<file path="src/rtl/popcount_pkg.sv">
// Shared types and helpers for the streaming popcount accumulator.
package popcount_pkg;

    // Width needed to hold a count of 0..n.
    function automatic int unsigned cnt_w(input int unsigned n);
        return (n <= 1) ? 1 : $clog2(n + 1);
    endfunction

    localparam int unsigned CNT_W = 16;

    typedef logic [CNT_W-1:0] cnt_t;

    typedef struct packed {
        cnt_t cnt;
        logic last;
    } s1_t;

    // Saturating add at width w; bit 64 of the result flags that saturation occurred.
    function automatic logic [64:0] sat_add(input logic [63:0] a, input logic [63:0] b,
                                            input int unsigned w);
        logic [64:0] sum;
        logic [64:0] max;
        sum = {1'b0, a} + {1'b0, b};
        max = (w >= 64) ? {1'b0, {64{1'b1}}} : ((65'd1 << w) - 65'd1);
        if (sum > max) begin
            return {1'b1, max[63:0]};
        end
        return {1'b0, sum[63:0]};
    endfunction

endpackage

</file>
<file path="src/rtl/popcount_tree.sv">
// Combinational masked popcount: counts the top n bits of data through a balanced adder tree.
module popcount_tree
    import popcount_pkg::*;
#(
    parameter int unsigned MAX_N   = 64,
    parameter int unsigned MAX_N_W = cnt_w(MAX_N)
) (
    input  logic [MAX_N-1:0]   data,
    input  logic [MAX_N_W-1:0] n,
    output cnt_t               cnt
);

    localparam int unsigned LEVELS = (MAX_N <= 1) ? 0 : $clog2(MAX_N);
    localparam int unsigned P      = 1 << LEVELS;
    localparam int unsigned CW     = cnt_w(MAX_N);

    logic [CW-1:0] node [LEVELS+1][P];

    always_comb begin
        for (int l = 0; l <= int'(LEVELS); l++) begin
            for (int j = 0; j < int'(P); j++) begin
                node[l][j] = '0;
            end
        end
        // Bit i is counted when it lies in the top n positions.
        for (int i = 0; i < int'(MAX_N); i++) begin
            node[0][i] = CW'(data[i] && (i + int'(n) >= int'(MAX_N)));
        end
        for (int l = 1; l <= int'(LEVELS); l++) begin
            for (int j = 0; j < int'(P >> l); j++) begin
                node[l][j] = node[l-1][2*j] + node[l-1][2*j+1];
            end
        end
    end

    assign cnt = cnt_t'(node[LEVELS][0]);

endmodule

</file>
<file path="src/rtl/popcount_accum.sv">
// Two-stage streaming popcount accumulator with saturating segment totals and valid/ready handshakes.
// Optional per-segment word count on out_words when POPCOUNT_ACCUM_WORDS_EN is defined.
module popcount_accum
    import popcount_pkg::*;
#(
    parameter int unsigned MAX_N   = 64,
    parameter int unsigned MAX_W   = 32,
    parameter int unsigned MAX_N_W = cnt_w(MAX_N)
`ifdef POPCOUNT_ACCUM_WORDS_EN
    ,
    parameter int unsigned WORDS_W = 16
`endif
) (
    input  logic               clk,
    input  logic               rst_n,
    input  logic               in_valid,
    output logic               in_ready,
    input  logic [MAX_N-1:0]   in_data,
    input  logic [MAX_N_W-1:0] in_n,
    input  logic               in_last,
    output logic               out_valid,
    input  logic               out_ready,
    output logic [MAX_W-1:0]   out_count,
`ifdef POPCOUNT_ACCUM_WORDS_EN
    output logic [WORDS_W-1:0] out_words,
`endif
    output logic               out_overflow
);

    logic [MAX_N_W-1:0] n_clamped;
    cnt_t               tree_cnt;
    s1_t                s1_q;
    logic               s1_valid_q;
    logic               s1_adv;
    logic               accept;
    logic [MAX_W-1:0]   acc_q;
    logic               acc_ovf_q;
    logic [64:0]        acc_sum;

    assign n_clamped = (in_n > MAX_N_W'(MAX_N)) ? MAX_N_W'(MAX_N) : in_n;

    popcount_tree #(
        .MAX_N   (MAX_N),
        .MAX_N_W (MAX_N_W)
    ) u_tree (
        .data (in_data),
        .n    (n_clamped),
        .cnt  (tree_cnt)
    );

    // Only a last word needs the output register free; non-last words always drain into acc.
    assign s1_adv   = s1_valid_q & (!s1_q.last | !out_valid | out_ready);
    assign in_ready = !s1_valid_q | s1_adv;
    assign accept   = in_valid & in_ready;
    assign acc_sum  = sat_add(64'(acc_q), 64'(s1_q.cnt), MAX_W);

    if (MAX_W < 64) begin : g_unused
        logic unused_acc_bits;
        assign unused_acc_bits = ^acc_sum[63:MAX_W];
    end

    always_ff @(posedge clk) begin
        if (!rst_n) begin
            s1_q         <= '0;
            s1_valid_q   <= 1'b0;
            acc_q        <= '0;
            acc_ovf_q    <= 1'b0;
            out_valid    <= 1'b0;
            out_count    <= '0;
            out_overflow <= 1'b0;
        end else begin
            if (accept) begin
                s1_q       <= '{cnt: tree_cnt, last: in_last};
                s1_valid_q <= 1'b1;
            end else if (s1_adv) begin
                s1_valid_q <= 1'b0;
            end

            if (s1_adv && s1_q.last) begin
                out_count    <= acc_sum[MAX_W-1:0];
                out_overflow <= acc_ovf_q | acc_sum[64];
                out_valid    <= 1'b1;
                acc_q        <= '0;
                acc_ovf_q    <= 1'b0;
            end else begin
                if (s1_adv) begin
                    acc_q     <= acc_sum[MAX_W-1:0];
                    acc_ovf_q <= acc_ovf_q | acc_sum[64];
                end
                if (out_valid && out_ready) begin
                    out_valid <= 1'b0;
                end
            end
        end
    end

`ifdef POPCOUNT_ACCUM_WORDS_EN
    logic [WORDS_W-1:0] words_q;
    logic [64:0]        words_sum;
    logic               unused_words_bits;

    assign words_sum         = sat_add(64'(words_q), 64'd1, WORDS_W);
    assign unused_words_bits = ^words_sum[64:WORDS_W];

    always_ff @(posedge clk) begin
        if (!rst_n) begin
            words_q   <= '0;
            out_words <= '0;
        end else if (s1_adv) begin
            if (s1_q.last) begin
                out_words <= words_sum[WORDS_W-1:0];
                words_q   <= '0;
            end else begin
                words_q <= words_sum[WORDS_W-1:0];
            end
        end
    end
`else
    // No word counter in this build; out_words is absent.
`endif

endmodule

</file>
<file path="config.mk">
export PLATFORM = sky130hd
export DESIGN_NAME = popcount_accum
export DESIGN_NICKNAME = d
export VERILOG_FILES = /design/src/rtl/popcount_pkg.sv /design/src/rtl/popcount_tree.sv /design/src/rtl/popcount_accum.sv
export SDC_FILE = /design/constraint.sdc
export NUM_CORES = 1
export LEC_CHECK = 0
export CELL_PAD_IN_SITES_DETAIL_PLACEMENT = 0
export CELL_PAD_IN_SITES_GLOBAL_PLACEMENT = 1
export CORE_ASPECT_RATIO = 1.1
export CORE_MARGIN = 5
export CORE_UTILIZATION = 42
export DETAILED_ROUTE_END_ITERATION = 8
export PLACE_DENSITY_LB_ADDON = 0.1
export SETUP_SLACK_MARGIN = 0.4
export SKIP_CTS_REPAIR_TIMING = 1
export SLEW_MARGIN = 20
export SYNTH_ARGS = -nofsm -noshare
export SYNTH_HDL_FRONTEND = slang
export SYNTH_SLANG_ARGS = --single-unit
</file>
<file path="constraint.sdc">
create_clock -name clk -period 8.9 [get_ports clk]
set_input_delay 0.89 -clock clk [delete_from_list [all_inputs] [get_ports clk]]
set_output_delay 0.89 -clock clk [all_outputs]
set_load 0.03 [all_outputs]
</file>
After elaboration in Yosys (flattened, before gate mapping)
Cells that the tools add are included.

operators by class
  add/sub/neg operators = 127
  $lt $le $gt $ge = 66
  mux-type cells = 8
  bitwise gates (word level) = 7
  reductions and logical operators = 72

operators by type and width
  operator              number
  $ge 32x8->1 const B   63
  $add 6x7->8 const A   32
  $add 7x7->7           31
  $mux 65               2
  $add 5x7->8 const A   16
  $logic_and 1x1->1     66
  $add 1x1->2           32
  $add 4x7->8 const A   8
  $add 32x7->33         1
  $gt 33x32->1 const B  1
  $add 3x7->8 const A   4
  $add 2x7->8 const A   2
  $add 1x7->8 const A   1
  $ge 7x7->1 const B    1
  $gt 7x7->1 const B    1
  $mux 7                1
  $mux 1                5
  $or 1x1->1            4
  $reduce_bool 2->1     2
  $logic_not 1->1       3
  $and 1x1->1           2
  $reduce_or 2->1       1
  $not 1->1             1

storage, ports and cells
  flip-flop bits (word level) = 76
  input port bits = 76
  output and inout bits = 35
  word-level logic and storage cells = 288

Depth between registers and ports, before layout
Gate-level depths: netlist (run 1).

  depth in word-level cells = 11
  mapped depth = 28
  depth with buffers taken out = 27

Modules after synthesis
From an unflattened synthesis (run 1), not the netlist that was laid out.

unflattened totals
  cells, all modules = 823
  area, all modules = 6872.8 µm²

modules (own cells, without submodules)
  module          times used  cells an instance  area each (µm²)  seq. area each (µm²)
  popcount_accum  1           522                4383.0           1701.6
  popcount_tree   1           301                2489.9           0.0

Worst setup path before layout (run 1)
No wires, ideal clock.

  path kind = input to register
  start = input port in_n[4]
  end = register s1_q[6] (netlist bit)
  setup time = 0.059 ns
  arrival time = 7.003 ns
  data required time = 8.841 ns
  setup slack = 1.837 ns
  stages on the path = 28
  path buffers = 1
  cells stage by stage = clkbuf_1 inv_1 nand2_1 nor2_1 o21ai_0 and2_1 ha_1 inv_1 fa_1 inv_1 fa_1 inv_1 fa_1 inv_1 fa_1 inv_1 fa_1 fa_1 fa_1 inv_1 ha_1 inv_1 fa_1 nor2b_1 o21a_1 nor3_1 o31ai_1 and2_1

between the ends
  longest elaborated chain between the ends = 11
  elaborated cells on any way between the ends = 256
  classes of those cells = add/sub (126); order compare (65); mux (1); reduce/logical (64)

RTL lines
  element                              RTL line              RTL
  start, declared                      popcount_accum.sv:19  input logic [MAX_N_W-1:0] in_n,
  $gt 7x7->1                           popcount_accum.sv:40  assign n_clamped = (in_n > MAX_N_W'(MAX_N)) ? MAX_N_W'(MAX_N) : in_n;
  $mux 7 (*)                           popcount_accum.sv:40
  $add 1x7->8 (tied with other cells)  popcount_tree.sv:27   node[0][i] = CW'(data[i] && (i + int'(n) >= int'(MAX_N)));
  $ge 32x8->1                          popcount_tree.sv:27
  $logic_and 1x1->1                    popcount_tree.sv:27
  $add 1x1->2                          popcount_tree.sv:31   node[l][j] = node[l-1][2*j] + node[l-1][2*j+1];
  $add 7x7->7 (4 in a row)             popcount_tree.sv:31
  $add 7x7->7 (*)                      popcount_tree.sv:31
  end signal, assigned                 popcount_accum.sv:73  s1_q <= '{cnt: tree_cnt, last: in_last};
  end, declared                        popcount_accum.sv:32  s1_t s1_q;

Mark *: on every way between the ends. The rest lies on a longest branch, timed or not.
A chain may end at the register's enable or synchronous reset.

Worst setup path after layout (run 1)
  start = input port in_n[1]
  end = register s1_q[6] (netlist bit)

Same word-level chain as after synthesis.

==> results of run 1 <==
[worst min-delay path: stages (launching register included)]
cell	delay (ns)
dfxtp_1	0.31
nand2_1	0.05
a21oi_1	0.05
[power breakdown]
group          leakage (nW)  switching [W]  internal (W)
clock network         0.132       0.000148      0.000218
registers             0.617      0.0000113      0.000367
logic                  2.76        0.00119       0.00108
[layout by cell type (no fill, tap or decap), types with 17 or more instances in the layout]
| cell | synthesis | final |
|---|---|---|
| nand3_1 | 17 | 17 |
| inv_1 | 106 | 106 |
| dfxtp_1 | 76 | 76 |
| buf_4 | 2 | 17 |
| o21ai_0 | 55 | 55 |
| a21oi_1 | 61 | 61 |
| ha_1 | 50 | 50 |
| fa_1 | 61 | 61 |
| a21boi_0 | 32 | 32 |
| clkdlybuf4s50_1 | 0 | 110 |
| nor2_1 | 49 | 48 |
| nand2_1 | 52 | 52 |
[registers in the layout, indices dropped and copies added (netlist names)]
register / flops
acc_q: 32
s1_q: 8
acc_ovf_q: 1
out_count: 32
out_valid: 1
out_overflow: 1
s1_valid_q: 1
[stage by stage]
stage | utilization [%] | hold slack [ns]
2_1_floorplan | - | 0.4362
3_3_place_gp | 50.30 | 0.4510
3_5_place_dp | 50.30 | 0.4480
4_1_cts | 52.09 | 0.4567
5_1_grt | 52.09 | 0.4769
6_report | 52.09 | 0.4524
[cell usage after synthesis (all sizes together) (2+ instances only)]
library cell / instances
inv: 106
dfxtp: 76
a21oi: 61
fa: 61
o21ai: 56
nand2: 52
ha: 50
nor2: 50
a21boi: 34
clkbuf: 30
nand4: 19
nand3: 18
and2: 17
a211oi: 16
xnor2: 16
nor2b: 14
nor3: 14
o21a: 14
xor2: 12
o221a: 11
buf: 10
nor4: 10
and3: 6
and4: 6
a21o: 5
a311oi: 5
a31oi: 5
o211a: 5
o211ai: 5
or4: 5
o31ai: 4
mux2i: 3
or3: 3
a41o: 2
a41oi: 2
nor3b: 2
o21bai: 2
o41a: 2
[area by class of cell]
class / count / area (um2)
clock buffers: 11 / 232.7
repair buffers: 127 / 1229
flip-flops and latches: 76 / 1521
clock inverters: 5 / 61.31
fillers: 1602 / 7871
inverters: 106 / 397.9
multi-input cells: 597 / 4862
well taps: 204 / 255.2
[cell families after synthesis]
family	after synthesis	share of synthesized area, %
XOR/XNOR	28	3.487
AND/OR/NAND/NOR	219	16.71
buffers and inverters	147	9.269
adder cells (fa/ha/maj)	111	26.26
multiplexers	3	0.4270
AO/OA/AOI/OAI	236	22.22
flip-flops	76	21.63
[layer usage]
metal	up-vias	track usage [%]
met3	46	2.593
met5	-	0
li1	3048	-
met4	0	9.259
met2	173	45.68
met1	3016	25.12
[worst paths after layout]
kind	startpoint	to	slack [ns]	cells after the start
hold / removal	out_count[12]$_SDFFE_PN0P_	out_count[12]$_SDFFE_PN0P_	0.45	2
setup / recovery	in_n[1]	s1_q[6]$_SDFFE_PN0P_	1.20	24
setup reg to reg	s1_q[1]$_SDFFE_PN0P_	acc_q[14]$_SDFFE_PP0P_	5.88	8
hold reg to reg	out_count[12]$_SDFFE_PN0P_	out_count[12]$_SDFFE_PN0P_	0.45	2
==> results.txt, run 1 <==
Via count -> 6,283
TritonCTS clock tree -> built
Vias per cell -> 5.580
Skew final -> 0.006253 ns
Ranking of synthesized cells by area -> dfxtp_1 22%, fa_1 17%, ha_1 8.9%
Met3 Wirelength -> 821 um
Post-synth EDFFs -> 0
Critical Path AT -> 7.98 ns
Final estimated routing congestion in global placement -> 0.9358
Pwr dens -> 351.7 nW/um2
Die Y -> 145.7 um
Clock Sinks -> 76
Tmin final -> 7.697 ns
Place WS -> 0.8017 ns
Buffers on Ports -> 110
H-Tree Depth -> 3
CP top delay family -> adder cells
Total congestion overflow -> 0
Worst Max-Slew Pin Slew -> 0.7215 ns
Largest stage delay on the critical path -> 0.54 ns
Top Metal Used -> met4
Outcome -> finished clean
Placed cells -> 1,110
Area share of the largest cell type after synthesis -> 21.63%
Mapped Area -> 7033 um2
Clk slew on worst S/H paths -> 0.06 ns
IO Pins -> 111
WL met2 -> 12,370 um
Placement Cell Area -> 8265 um2
Remaining routing DRC violations -> 0
Final setup vio count -> 0
Die X -> 133.4 um
Overall Power -> 0.003010 W
Critical-path cell list -> clkdlybuf4s50_1, buf_4, nor2_1, nor2_1, nand4_1, a21boi_0, ha_1, inv_1, fa_1, fa_1, fa_1, fa_1, fa_1, fa_1, fa_1, inv_1, ha_1, inv_1, fa_1, nor2b_1, o21a_1, nor3_1, o31ai_1, and2_1
Clock root cell -> clkbuf_16
Tot GR Track Use -> 23.31%
CP required -> 9.19 ns
Max-slew headroom at the worst pin -> 51.53%
Fraction of layout cells with a size suffix above 1 -> 6.291%
Slowest-stage cell, CP -> nor2_1
Final Hold Vio Count -> 0
Main synth FF type -> dfxtp_1
M1 WL -> 8184 um
Worst vdd ir -> 0.0004162 V
Final WS setup -> 1.203 ns
Most used cell along the critical path -> fa_1
Fin crit share -> 86.48%
CORE AREA -> 16,430 um2
Post-Route WL -> 22,230 um
Number of synthesized register bits -> 76
Cell area after layout -> 8559 um2
MaxCap Viol Count -> 0
Vias in the first global route -> 6,623
Sum of negative setup slack -> 0 ns
Yosys warns -> 0
Post-route insts no fill -> 1,126
DRT iter0 DRCs -> 392
First-pass GRT wire length -> 35,710 um
Hold Crit Class -> reg -> reg
Drt first pass iters -> 7
Syn Area/Cell -> 8.577 um2
Final net count -> 1,104
Setup Crit Path Kind -> in -> reg
RSZ-0062 raised after global routing -> false
Critical Path Sink Type -> flip-flop
N_diodes -> 0
Initial antenna violation count -> 0
Sequential area share after synthesis -> 21.63%
Final HPWL DP -> 18,190 um
Asr flop ratio synth -> 0%
WL/cell -> 19.74 um
Syn_nets -> 1,007
Slew Viols, Final -> 0
Max Freq -> 129.9 MHz
Initial Util -> 42.80%
Cts bufs inserted -> 9
Area Overhead vs Synth -> 21.70%
CTS max path bufs -> 2
ANT nets after route -> 0
Worst skew pair latency -> 0.34 ns
Leading area contributor after synthesis -> dfxtp_1
Cells after Synth -> 820
Die area -> 19,440 um2
Crit path max fanout -> 14
Largest net degree at the start of global routing -> 40
Worst path bufs/invs -> 5
Synth cell types -> 66
Row count -> 49
CP Launch Type -> input port
Leakage -> 3.514 nW
(Power assumes the default switching activity.)
==> run 2, diff against run 1 <==
--- a/config.mk
+++ b/config.mk
@@ -14,6 +14,7 @@
 export PLACE_DENSITY_LB_ADDON = 0.1
 export SETUP_SLACK_MARGIN = 0.4
 export SKIP_CTS_REPAIR_TIMING = 1
+export SKIP_LAST_GASP = 1
 export SLEW_MARGIN = 20
 export SYNTH_ARGS = -nofsm -noshare
 export SYNTH_HDL_FRONTEND = slang
==> results of run 2 <==
Final layout, timing and power as in run 1 (identical DEF).
